## src/rtl/mem_arb_pkg.sv

```systemverilog
// Shared types and default widths for the memory-port arbiter.
package mem_arb_pkg;

    typedef enum logic [1:0] {
        IDLE = 2'd0,
        WB   = 2'd1,
        RF   = 2'd2
    } arb_state_t;

    localparam int DEF_NUM_REQ = 2;
    localparam int DEF_ADDR_W  = 32;
    localparam int DEF_BLOCK_W = 128;

endpackage

```

## src/rtl/rr_pick.sv

```systemverilog
// Round-robin selector: returns the lowest requesting index at or above ptr_i, wrapping.
// Purely combinational; no backpressure.
module rr_pick #(
    parameter int NUM_REQ = 2,
    parameter int PTR_W   = $clog2(NUM_REQ)
) (
    input  logic [NUM_REQ-1:0] req_i,
    input  logic [PTR_W-1:0]   ptr_i,
    output logic [PTR_W-1:0]   win_o,
    output logic               any_o
);

    always_comb begin
        int idx;
        idx   = 0;
        win_o = '0;
        any_o = 1'b0;
        for (int k = 0; k < NUM_REQ; k++) begin
            idx = int'(ptr_i) + k;
            if (idx >= NUM_REQ) begin
                idx = idx - NUM_REQ;
            end
            if (!any_o && req_i[idx]) begin
                any_o = 1'b1;
                win_o = idx[PTR_W-1:0];
            end
        end
    end

endmodule

```

## src/rtl/mem_port_arbiter.sv

```systemverilog
// Grants the single memory port to one cache controller for a whole miss (write-back then refill),
// one cycle after the request is seen in IDLE; responses are routed combinationally to the owner only.
module mem_port_arbiter
    import mem_arb_pkg::*;
#(
    parameter int NUM_REQ = DEF_NUM_REQ,
    parameter int ADDR_W  = DEF_ADDR_W,
    parameter int BLOCK_W = DEF_BLOCK_W
) (
    input  logic                             clk,
    input  logic                             rst_n,
    input  logic [NUM_REQ-1:0]               req_rd,
    input  logic [NUM_REQ-1:0]               req_wr,
    input  logic [NUM_REQ-1:0]               req_rdy,
    input  logic [NUM_REQ-1:0][ADDR_W-1:0]   req_addr,
    input  logic [NUM_REQ-1:0][BLOCK_W-1:0]  req_wdata,
    output logic [NUM_REQ-1:0]               gnt,
    output logic [NUM_REQ-1:0]               req_mem_ready,
    output logic [NUM_REQ-1:0]               req_mem_valid,
    output logic [BLOCK_W-1:0]               req_rdata,
    output logic                             mem_read_en,
    output logic                             mem_write_en,
    output logic [ADDR_W-1:0]                mem_addr,
    output logic [BLOCK_W-1:0]               mem_wdata,
    output logic                             mem_ready_cache,
    input  logic                             mem_ready,
    input  logic                             mem_valid,
    input  logic [BLOCK_W-1:0]               mem_rdata
);

    localparam int PTR_W = $clog2(NUM_REQ);

    arb_state_t       state_q, state_d;
    logic [PTR_W-1:0] g_q, g_d;
    logic [PTR_W-1:0] ptr_q, ptr_d;
    logic [PTR_W-1:0] win;
    logic             any_req;

    rr_pick #(
        .NUM_REQ (NUM_REQ),
        .PTR_W   (PTR_W)
    ) u_rr_pick (
        .req_i (req_rd | req_wr),
        .ptr_i (ptr_q),
        .win_o (win),
        .any_o (any_req)
    );

    always_ff @(posedge clk) begin
        if (!rst_n) begin
            state_q <= IDLE;
            g_q     <= '0;
            ptr_q   <= '0;
        end else begin
            state_q <= state_d;
            g_q     <= g_d;
            ptr_q   <= ptr_d;
        end
    end

    always_comb begin
        state_d = state_q;
        g_d     = g_q;
        ptr_d   = ptr_q;
        case (state_q)
            IDLE: begin
                if (any_req) begin
                    g_d     = win;
                    state_d = req_wr[win] ? WB : RF;
                end
            end
            WB: begin
                if (req_wr[g_q] && mem_ready) begin
                    state_d = RF;
                end
            end
            RF: begin
                if (mem_valid && req_rdy[g_q]) begin
                    state_d = IDLE;
                    // Explicit wrap: NUM_REQ need not be a power of two.
                    ptr_d   = (g_q == PTR_W'(NUM_REQ - 1)) ? '0 : g_q + 1'b1;
                end
            end
            default: state_d = IDLE;
        endcase
    end

    assign req_rdata = mem_rdata;

    always_comb begin
        gnt             = '0;
        req_mem_ready   = '0;
        req_mem_valid   = '0;
        mem_read_en     = 1'b0;
        mem_write_en    = 1'b0;
        mem_ready_cache = 1'b0;
        mem_addr        = req_addr[0];
        mem_wdata       = req_wdata[0];
        if (state_q != IDLE) begin
            gnt[g_q]           = 1'b1;
            req_mem_ready[g_q] = mem_ready;
            req_mem_valid[g_q] = mem_valid;
            mem_addr           = req_addr[g_q];
            mem_wdata          = req_wdata[g_q];
            mem_ready_cache    = req_rdy[g_q];
            mem_write_en       = (state_q == WB) && req_wr[g_q] && mem_ready;
            mem_read_en        = (state_q == RF) && req_rd[g_q];
        end
    end

endmodule

```

## config.mk

```make
export PLATFORM = sky130hd
export DESIGN_NAME = mem_port_arbiter
export DESIGN_NICKNAME = d
export VERILOG_FILES = /design/src/rtl/mem_arb_pkg.sv /design/src/rtl/rr_pick.sv /design/src/rtl/mem_port_arbiter.sv
export SDC_FILE = /design/constraint.sdc
export NUM_CORES = 1
export LEC_CHECK = 0
export BUFFER_PORTS_ARGS = -buffer_cell sky130_fd_sc_hd__buf_2
export CAP_MARGIN = 20
export CORE_AREA = 10 10 283 285
export CTS_CLUSTER_SIZE = 12
export DETAILED_ROUTE_END_ITERATION = 8
export DIE_AREA = 0 0 293 295
export SYNTH_ARGS = -nofsm -noshare
export SYNTH_HDL_FRONTEND = slang
export SYNTH_SLANG_ARGS = --single-unit
```

## constraint.sdc

```tcl
create_clock -name clk -period 1.74 [get_ports clk]
set_input_delay 0.174 -clock clk [delete_from_list [all_inputs] [get_ports clk]]
set_output_delay 0.174 -clock clk [all_outputs]
set_load 0.01 [all_outputs]
```

==> out/results.txt, run 1 <==
Top delay family on crit path - buffers and inverters
vias in the first global route - 5,760
Hold Path Class - primary input to register
Hold Startpoint - rst_n
endpoints failing setup - 8
top post-synthesis cells by area - nand2_1, buf_4, buf_2
GP Congestion - 0.798
failing checks - negative setup slack
row cnt - 100
Critical Path Sink Type - primary output
Initial Util - 0.0436
pin slew with the least headroom to its limit - 284 ps
status - finished with violations
Synth top area share - 0.558
post-detail-place hpwl - 46.0 mm
Yosys top cell by area - nand2_1
synthesis-stage register bit count - 4
Crit Path Category - register to primary output
cell count after synthesis - 684
DR iter-0 viols - 155
area grow syn2layout - 108%
pin count of the biggest net entering global routing - 39
CP Buf/Inv Count - 4
Layout Nets - 1,516
Worst Setup Start Kind - register
Max stage delay on crit path - 320 ps
period utilisation layout - 1.03
count of cell types in the netlist - 24
CP required - 1570 ps
Die H - 295 um
Final Hold Vio Count - 0
vias - 5,714
post-synthesis net count - 1,142
Remaining Overflow, GRT - 0
post-route ant nets - 0
Synth Cell Area - 0.00324 sq mm
initial antenna violation count - 53
Tmin final - 1790 ps
final core occ - 0.0907
commonest non-fill, non-tap cell in the layout - nand2_1
reg2reg setup slack - 220 ps
total power per unit cell area - 416 mW/mm^2
register clock-pin slew on the reported worst setup and hold paths - 30 ps
Worst Clk Skew - 1.11 ps
DP Area - 0.00617 sq mm
CP Max Fanout - 38
max-slew headroom at the worst pin - 0.810
max frequency - 559 MHz
cell count of the worst hold path - 3
post-route cell area - 0.00673 sq mm
global-route wire length before repair - 60.7 mm
yosys warns - 0
max_cap viols - 0
Final Worst Setup Slack - -50.1 ps
GRT Overall Usage - 0.109
Root Driver - clkbuf_16
I/O Buffers - 498
CTS Buf Count - 3
worst skew pair latency - 220 ps
FF-to-FF End - state_q[1]
die area - 0.0864 sq mm
DR WL/cell - 25.2 um
Crit path top cell by count - nand2_1
Die W - 293 um
CP max stage cell - dfxtp_2
H-tree levels - 1
CTS tree - built
final std cells w/o fill - 2,030
peak supply drop - 0.261 mV
commonest cells after routing, fill and taps aside - nand2_1, buf_2, buf_4
# DRC - 0
total wire length - 51.1 mm
Setup WS pre-CTS - 7.80 ps
CTS Sinks - 4
RSZ-0062 raised after global routing - true
worst-case clock buffer depth - 2
First-pass DRT Iterations - 7
cells along the critical path - o21ai_4 -> buf_12 -> inv_12 -> buf_16 -> nand2_1 -> nand2_1 -> buf_2
Total Power - 2.80 mW
R2R depth - 5
I/O pin total - 755
final slew viol count - 0
Hold EP - ptr_q
leakage power total - 3.88 nW
Critical R2R Launch - g_q
layout cell share with drive strength beyond 1 - 0.529
Final TNS setup - -110 ps
placed cell count - 2,013
vias per cell - 2.81
filler instances - 8,858
CORE AREA - 0.0742 sq mm
Hold WS - 225 ps
Avg Cell Area, Syn - 4.73 sq um
sequential area share after synthesis - 0.0247
CP Data Arrival Time - 1620 ps
cell type report:
class | count | area [sq um] | share of cell area
inverters | 3 | 23.8 | 0.00353
clock buffers | 3 | 75.1 | 0.0112
multi-input cells | 514 | 2110 | 0.314
well taps | 969 | 1210 | 0.180
flip-flops and latches | 4 | 81.3 | 0.0121
diodes | 5 | 12.5 | 0.00186
repair buffers | 532 | 3210 | 0.477
layer usage:
metal  track usage  vias up  part of all wire  wire length [um]
met1        0.0984     2337              0.31             15900
met5             0        -           0.00076                39
li1              -     2669                 -                 -
met4        0.0372        6             0.046              2350
met3        0.0709      177              0.15              7830
met2         0.195      525              0.49             25000
how the worst max path moves through the flow:
stage,start,to,slack [ps],depth (start not counted)
CTS,state_q[1],mem_wdata[16],-90,6
global route,state_q[0],mem_wdata[48],-110,6
floorplan,state_q[0],mem_addr[0],400,6
finish,state_q[0],mem_wdata[16],-50,7
detailed placement,state_q[0],mem_wdata[18],8,6
global placement,state_q[0],mem_wdata[18],3,6
report_power, final:
group / total [mW] / internal, mW / switching, mW
registers: 0.123 / 0.108 / 0.0147
logic: 2.32 / 0.983 / 1.34
clock network: 0.354 / 0.293 / 0.0605
total: 2.80 / 1.38 / 1.42
registers in the layout, indices dropped and copies added, names as in the netlist:
signal	cells
state_q	2
g_q	1
ptr_q	1
worst register-to-register path, cell delays in order (launching register included):
cell,delay (ps)
dfxtp_1,360
buf_4,200
mux2i_1,230
nand2b_1,250
nand2b_1,110
a311oi_1,270
synthesized netlist by cell type:
master	n
o221ai_1	1
and2_1	4
nor2b_1	1
clkbuf_1	14
nor2_1	7
inv_2	1
o211a_1	1
buf_4	129
dfxtp_1	4
nand2b_1	4
inv_1	2
nand3b_1	2
a311oi_1	1
o21ai_2	1
o211ai_1	1
o31ai_1	1
a211o_1	1
o41ai_1	1
nor3b_1	1
a21oi_1	2
nand2_1	481
buf_2	20
mux2i_1	3
a31oi_1	1
cells by family (layout without fill, tap and decap cells):
group,Yosys count,after routing,share of synthesized area
simple gates,500,500,0.590
other cells,0,5,0
buf+inv,166,538,0.350
compound gates,11,11,0.0263
mux,3,3,0.00927
flops,4,4,0.0247
what timing repair did:
item                                    CTS  global route
buffers inserted                          2             0
hold buffers                              0             0
resized for setup                        61            38
endpoints found under the setup margin   98           151
pin swaps                                 1             1
cloned                                    4             3
(Power assumes the default switching activity.)
==> run 2, diff against run 1 <==
--- a/config.mk
+++ b/config.mk
@@ -11,6 +11,7 @@
 export CTS_CLUSTER_SIZE = 12
 export DETAILED_ROUTE_END_ITERATION = 8
 export DIE_AREA = 0 0 293 295
+export REMOVE_ABC_BUFFERS = 1
 export SYNTH_ARGS = -nofsm -noshare
 export SYNTH_HDL_FRONTEND = slang
 export SYNTH_SLANG_ARGS = --single-unit
==> constraint.sdc (replaced) <==
create_clock -name clk -period 1.74 [get_ports clk]
set_input_delay 0 -clock clk [delete_from_list [all_inputs] [get_ports clk]]
set_output_delay 0 -clock clk [all_outputs]
set_load 0.02 [all_outputs]
==> run 2 against run 1 <==
- the flow now finishes without violations
- maximum frequency rose by 7.3%
- final cell count is 0.69% lower
- register-to-register slack better by 190 ps
- critical path depth is 1 lower
- global-route usage up 1.7 points
- clock power about the same
- sequential share of layout area is 0.11 points higher
- via count up 6.2%
- utilization fell by 0.61 points
- worst hold slack got worse by 230 ps
- critical path type unchanged
- highest routed layer unchanged
==> out/results.txt, run 2 (synthesized netlist as in run 1, its figures left out) <==
Worst Setup Start Kind - register
CP required - 1740 ps
FF-to-FF End - state_q[1]
Critical R2R Launch - g_q
initial antenna violation count - 54
register clock-pin slew on the reported worst setup and hold paths - 30 ps
Top delay family on crit path - buffers and inverters
Crit Path Category - register to primary output
Hold Path Class - primary input to primary output
Root Driver - clkbuf_16
register with the highest flop count - state_q
DR WL/cell - 28.7 um
pin slew with the least headroom to its limit - 346 ps
pin count of the biggest net entering global routing - 66
CTS Buf Count - 3
leakage power total - 3.68 nW
CORE AREA - 0.0742 sq mm
R2R depth - 5
commonest cells after routing, fill and taps aside - buf_2, nand2_1, buf_4
DR iter-0 viols - 215
max frequency - 600 MHz
global-route wire length before repair - 70.6 mm
Regs by FF count - state_q: 2 flops, g_q: 1 flops, ptr_q: 1 flops
placed cell count - 2,008
CP max stage cell - dfxtp_2
Worst Clk Skew - 0.860 ps
H-tree levels - 1
First-pass DRT Iterations - 4
Layout Nets - 1,506
total wire length - 57.8 mm
reg2reg setup slack - 410 ps
post-detail-place hpwl - 50.8 mm
final slew viol count - 0
Hold EP - req_rdata[25]
row cnt - 100
post-route ant nets - 0
Initial Util - 0.0436
cells along the critical path - o21ai_4 -> buf_12 -> buf_16 -> nand2_1 -> nand2_1 -> buf_2
# DRC - 0
CTS Sinks - 4
max_cap viols - 0
Die H - 295 um
period utilisation layout - 0.958
Critical Path Sink Type - primary output
Die W - 293 um
Final TNS setup - 0 ps
status - finished clean
Remaining Overflow, GRT - 0
CP Max Fanout - 65
Hold Startpoint - mem_rdata[25]
Final Hold Vio Count - 0
CP Buf/Inv Count - 3
I/O Buffers - 498
GP Congestion - 0.944
CTS tree - built
max reg flops - 2
I/O pin total - 755
commonest non-fill, non-tap cell in the layout - buf_2
worst skew pair latency - 220 ps
vias - 6,070
Max stage delay on crit path - 350 ps
total power per unit cell area - 421 mW/mm^2
RSZ-0062 raised after global routing - true
GRT Overall Usage - 0.126
die area - 0.0864 sq mm
max-slew headroom at the worst pin - 0.769
Tmin final - 1670 ps
worst-case clock buffer depth - 2
layout cell share with drive strength beyond 1 - 0.506
final std cells w/o fill - 2,016
peak supply drop - 0.491 mV
CP Data Arrival Time - 1670 ps
Crit path top cell by count - nand2_1
cell count of the worst hold path - 0
vias per cell - 3.01
Hold Buf Count CTS - 0
endpoints failing setup - 0
area grow syn2layout - 93.7%
vias in the first global route - 6,249
run 2: cell types whose count changed in the layout (fill, tap and decap cells not counted), sizes merged:
| cell | previous run | this run |
|---|---|---|
| buf | 526 | 520 |
| clkbuf | 9 | 3 |
| diode | 5 | 1 |
| bufbuf | 0 | 2 |
run 2: repair_timing:
| item | in CTS | in global routing |
|---|---|---|
| pin swaps | 1 | 0 |
| cloned | 2 | 0 |
| endpoints found under the setup margin | 31 | 41 |
| buffers inserted | 2 | 0 |
| gates resized for setup | 6 | 9 |
run 2: per-stage QoR:
stage / power, mW / util / instance area [sq um] / setup slack [ps] / hold WS [ps]
floorplan: 1.19 / - / 2120 / -4550 / 0
detailed placement: 2.26 / 0.0815 / 6050 / 126 / 0.161
CTS: 2.68 / 0.0842 / 6250 / 21.4 / 0.161
finish: 2.64 / 0.0846 / 6270 / 72.4 / 0.152
global route: 2.87 / 0.0846 / 6270 / -40.0 / 0.120
global placement: 2.25 / 0.0815 / 6050 / 155 / 0.161
run 2: worst max-delay path by stage:
stage | end | start | cells past startpoint
floorplan | req_mem_ready[1] | state_q[0] | 3
global placement | mem_wdata[16] | state_q[0] | 6
detailed placement | mem_addr[21] | state_q[0] | 6
CTS | mem_wdata[21] | state_q[1] | 7
global route | mem_wdata[73] | state_q[1] | 6
finish | mem_wdata[73] | state_q[1] | 6
run 2: area by class of cell:
| class | instances | area (sq um) |
|---|---|---|
| antenna | 1 | 2.50 |
| clock buffer | 3 | 75.1 |
| fill | 8855 | 67900 |
| inverter | 3 | 23.8 |
| multi-input combinational | 514 | 2030 |
| sequential | 4 | 82.6 |
| tap | 969 | 1210 |
| timing repair buffer | 522 | 2840 |
run 2: routing by layer:
metal,share of wire,GRT usage,up-vias
met5,0.014,0.0635,-
met4,0.012,0.00754,24
met3,0.18,0.0998,98
met2,0.37,0.174,756
met1,0.42,0.151,2544
li1,-,-,2648
run 2: power breakdown:
part	internal (mW)	leakage (nW)	switching, mW
combinational	0.830	3.61	1.32
sequential	0.109	0.0335	0.0254
clock	0.293	0.0370	0.0619
==> run 3, diff against run 2 <==
--- a/config.mk
+++ b/config.mk
@@ -7,10 +7,13 @@
 export LEC_CHECK = 0
 export BUFFER_PORTS_ARGS = -buffer_cell sky130_fd_sc_hd__buf_2
 export CAP_MARGIN = 20
-export CORE_AREA = 10 10 283 285
+export CELL_PAD_IN_SITES_DETAIL_PLACEMENT = 1
+export CELL_PAD_IN_SITES_GLOBAL_PLACEMENT = 1
+export CORE_AREA = 4 4 289 291
 export CTS_CLUSTER_SIZE = 12
 export DETAILED_ROUTE_END_ITERATION = 8
 export DIE_AREA = 0 0 293 295
+export PLACE_DENSITY_LB_ADDON = 0.1
 export REMOVE_ABC_BUFFERS = 1
 export SYNTH_ARGS = -nofsm -noshare
 export SYNTH_HDL_FRONTEND = slang
==> run 3 against run 2 <==
- sequential cell count unchanged
- non-clock buffer count grew 11
- sequential share of layout area is 0.052 points lower
- die area stayed put
- worst hold slack barely moved
- design area grew 4.1%
- critical path depth is 1 higher
==> out/results.txt, run 3 (synthesized netlist as in run 1, its figures left out) <==
max reg flops - 2
Worst Clk Skew - 0.869 ps
commonest cells after routing, fill and taps aside - buf_2, nand2_1, buf_4
post-route ant nets - 0
CP Max Fanout - 12
max-slew headroom at the worst pin - 0.690
worst-case clock buffer depth - 2
# DRC - 0
layout cell share with drive strength beyond 1 - 0.513
vias per cell - 2.92
CTS Sinks - 4
post-route cell area - 0.00653 sq mm
period utilisation layout - 0.976
Remaining Overflow, GRT - 0
Hold Path Class - primary input to primary output
Die H - 295 um
Setup WS pre-CTS - 115 ps
cells along the critical path - o21ai_4 -> buf_12 -> buf_16 -> buf_4 -> nand2_1 -> nand2_1 -> buf_2
final slew viol count - 0
Crit Path Category - register to primary output
CORE AREA - 0.0805 sq mm
total wire length - 55.5 mm
RSZ-0062 raised after global routing - false
register with the highest flop count - state_q
DP Area - 0.00632 sq mm
post-detail-place hpwl - 47.0 mm
Regs by FF count - state_q: 2 flops, g_q: 1 flops, ptr_q: 1 flops
CTS tree - built
CTS Buf Count - 3
H-tree levels - 1
vias - 6,190
Crit path top cell by count - nand2_1
status - finished clean
pin count of the biggest net entering global routing - 66
Die W - 293 um
row cnt - 104
initial antenna violation count - 18
DR iter-0 viols - 269
CP Data Arrival Time - 1700 ps
max frequency - 589 MHz
max_cap viols - 0
CP max stage cell - dfxtp_2
pin slew with the least headroom to its limit - 464 ps
GRT Overall Usage - 0.118
Worst Setup Start Kind - register
leakage power total - 3.75 nW
global-route wire length before repair - 67.6 mm
register clock-pin slew on the reported worst setup and hold paths - 30 ps
die area - 0.0864 sq mm
Final Worst Setup Slack - 42.3 ps
commonest non-fill, non-tap cell in the layout - buf_2
CP required - 1740 ps
total power per unit cell area - 423 mW/mm^2
I/O pin total - 755
vias in the first global route - 6,253
peak supply drop - 0.178 mV
DR WL/cell - 26.1 um
worst skew pair latency - 230 ps
I/O Buffers - 498
Root Driver - clkbuf_16
Tmin final - 1700 ps
Initial Util - 0.0402
Final Hold Vio Count - 0
final core occ - 0.0811
area grow syn2layout - 102%
GP Congestion - 0.762
Critical Path Sink Type - primary output
Layout Nets - 1,517
endpoints failing setup - 0
Max stage delay on crit path - 340 ps
First-pass DRT Iterations - 4
==> run 3: final cells by class <==
type,count,area [sq um]
diodes,4,10.0
clock buffers,3,75.1
fillers,10056,74000
inverters,3,23.8
multi-input cells,514,2040
flip-flops and latches,4,82.6
well taps,1060,1330
repair buffers,533,2970
==> run 3: critical path: cells and delay by family (launching register included) <==
family | cells | cell delay [ps]
compound gates | 1 | 170
buf+inv | 4 | 710
flops | 1 | 340
simple gates | 2 | 220
==> run 3: per-stage QoR <==
step                      setup TNS, ps  cells  power [mW]  hold WS, ps
after floorplan                 -715480    521        1.19            0
after global placement                0   2110        2.42        0.137
after detailed placement              0   2110        2.40        0.137
after CTS                             0   2114        2.82        0.137
after global routing                  0   2119        2.99        0.115
final                                 0   2121        2.76       0.0262
==> run 3: repair_timing <==
action | CTS | global route
hold buffers | 0 | 0
endpoints found under the setup margin | 90 | 25
resized for setup | 11 | 5
buffers inserted | 0 | 2
cloned | 1 | 1
==> run 3: report_power, final <==
group	switching, mW	total (mW)	internal, mW	leakage, nW
clock network	0.0722	0.366	0.294	0.0370
logic	1.40	2.26	0.864	3.68
registers	0.0255	0.135	0.109	0.0335
==> run 3: final timing paths <==
path,startpoint,end,slack (ps),cells after the start
worst min-delay path,mem_rdata[109],req_rdata[109],0.03,0
worst max-delay path,state_q[0],mem_wdata[80],40,7
worst max register to register,g_q,state_q[1],270,5
worst min register to register,ptr_q,ptr_q,560,2
==> run 3: routing by layer <==
metal | global-route usage | wire length (um) | vias up
li1 | - | - | 2675
met1 | 0.121 | 20300 | 2644
met3 | 0.144 | 13600 | 58
met4 | 0.00855 | 401 | 48
met2 | 0.151 | 19900 | 765
met5 | 0.0932 | 1280 | -
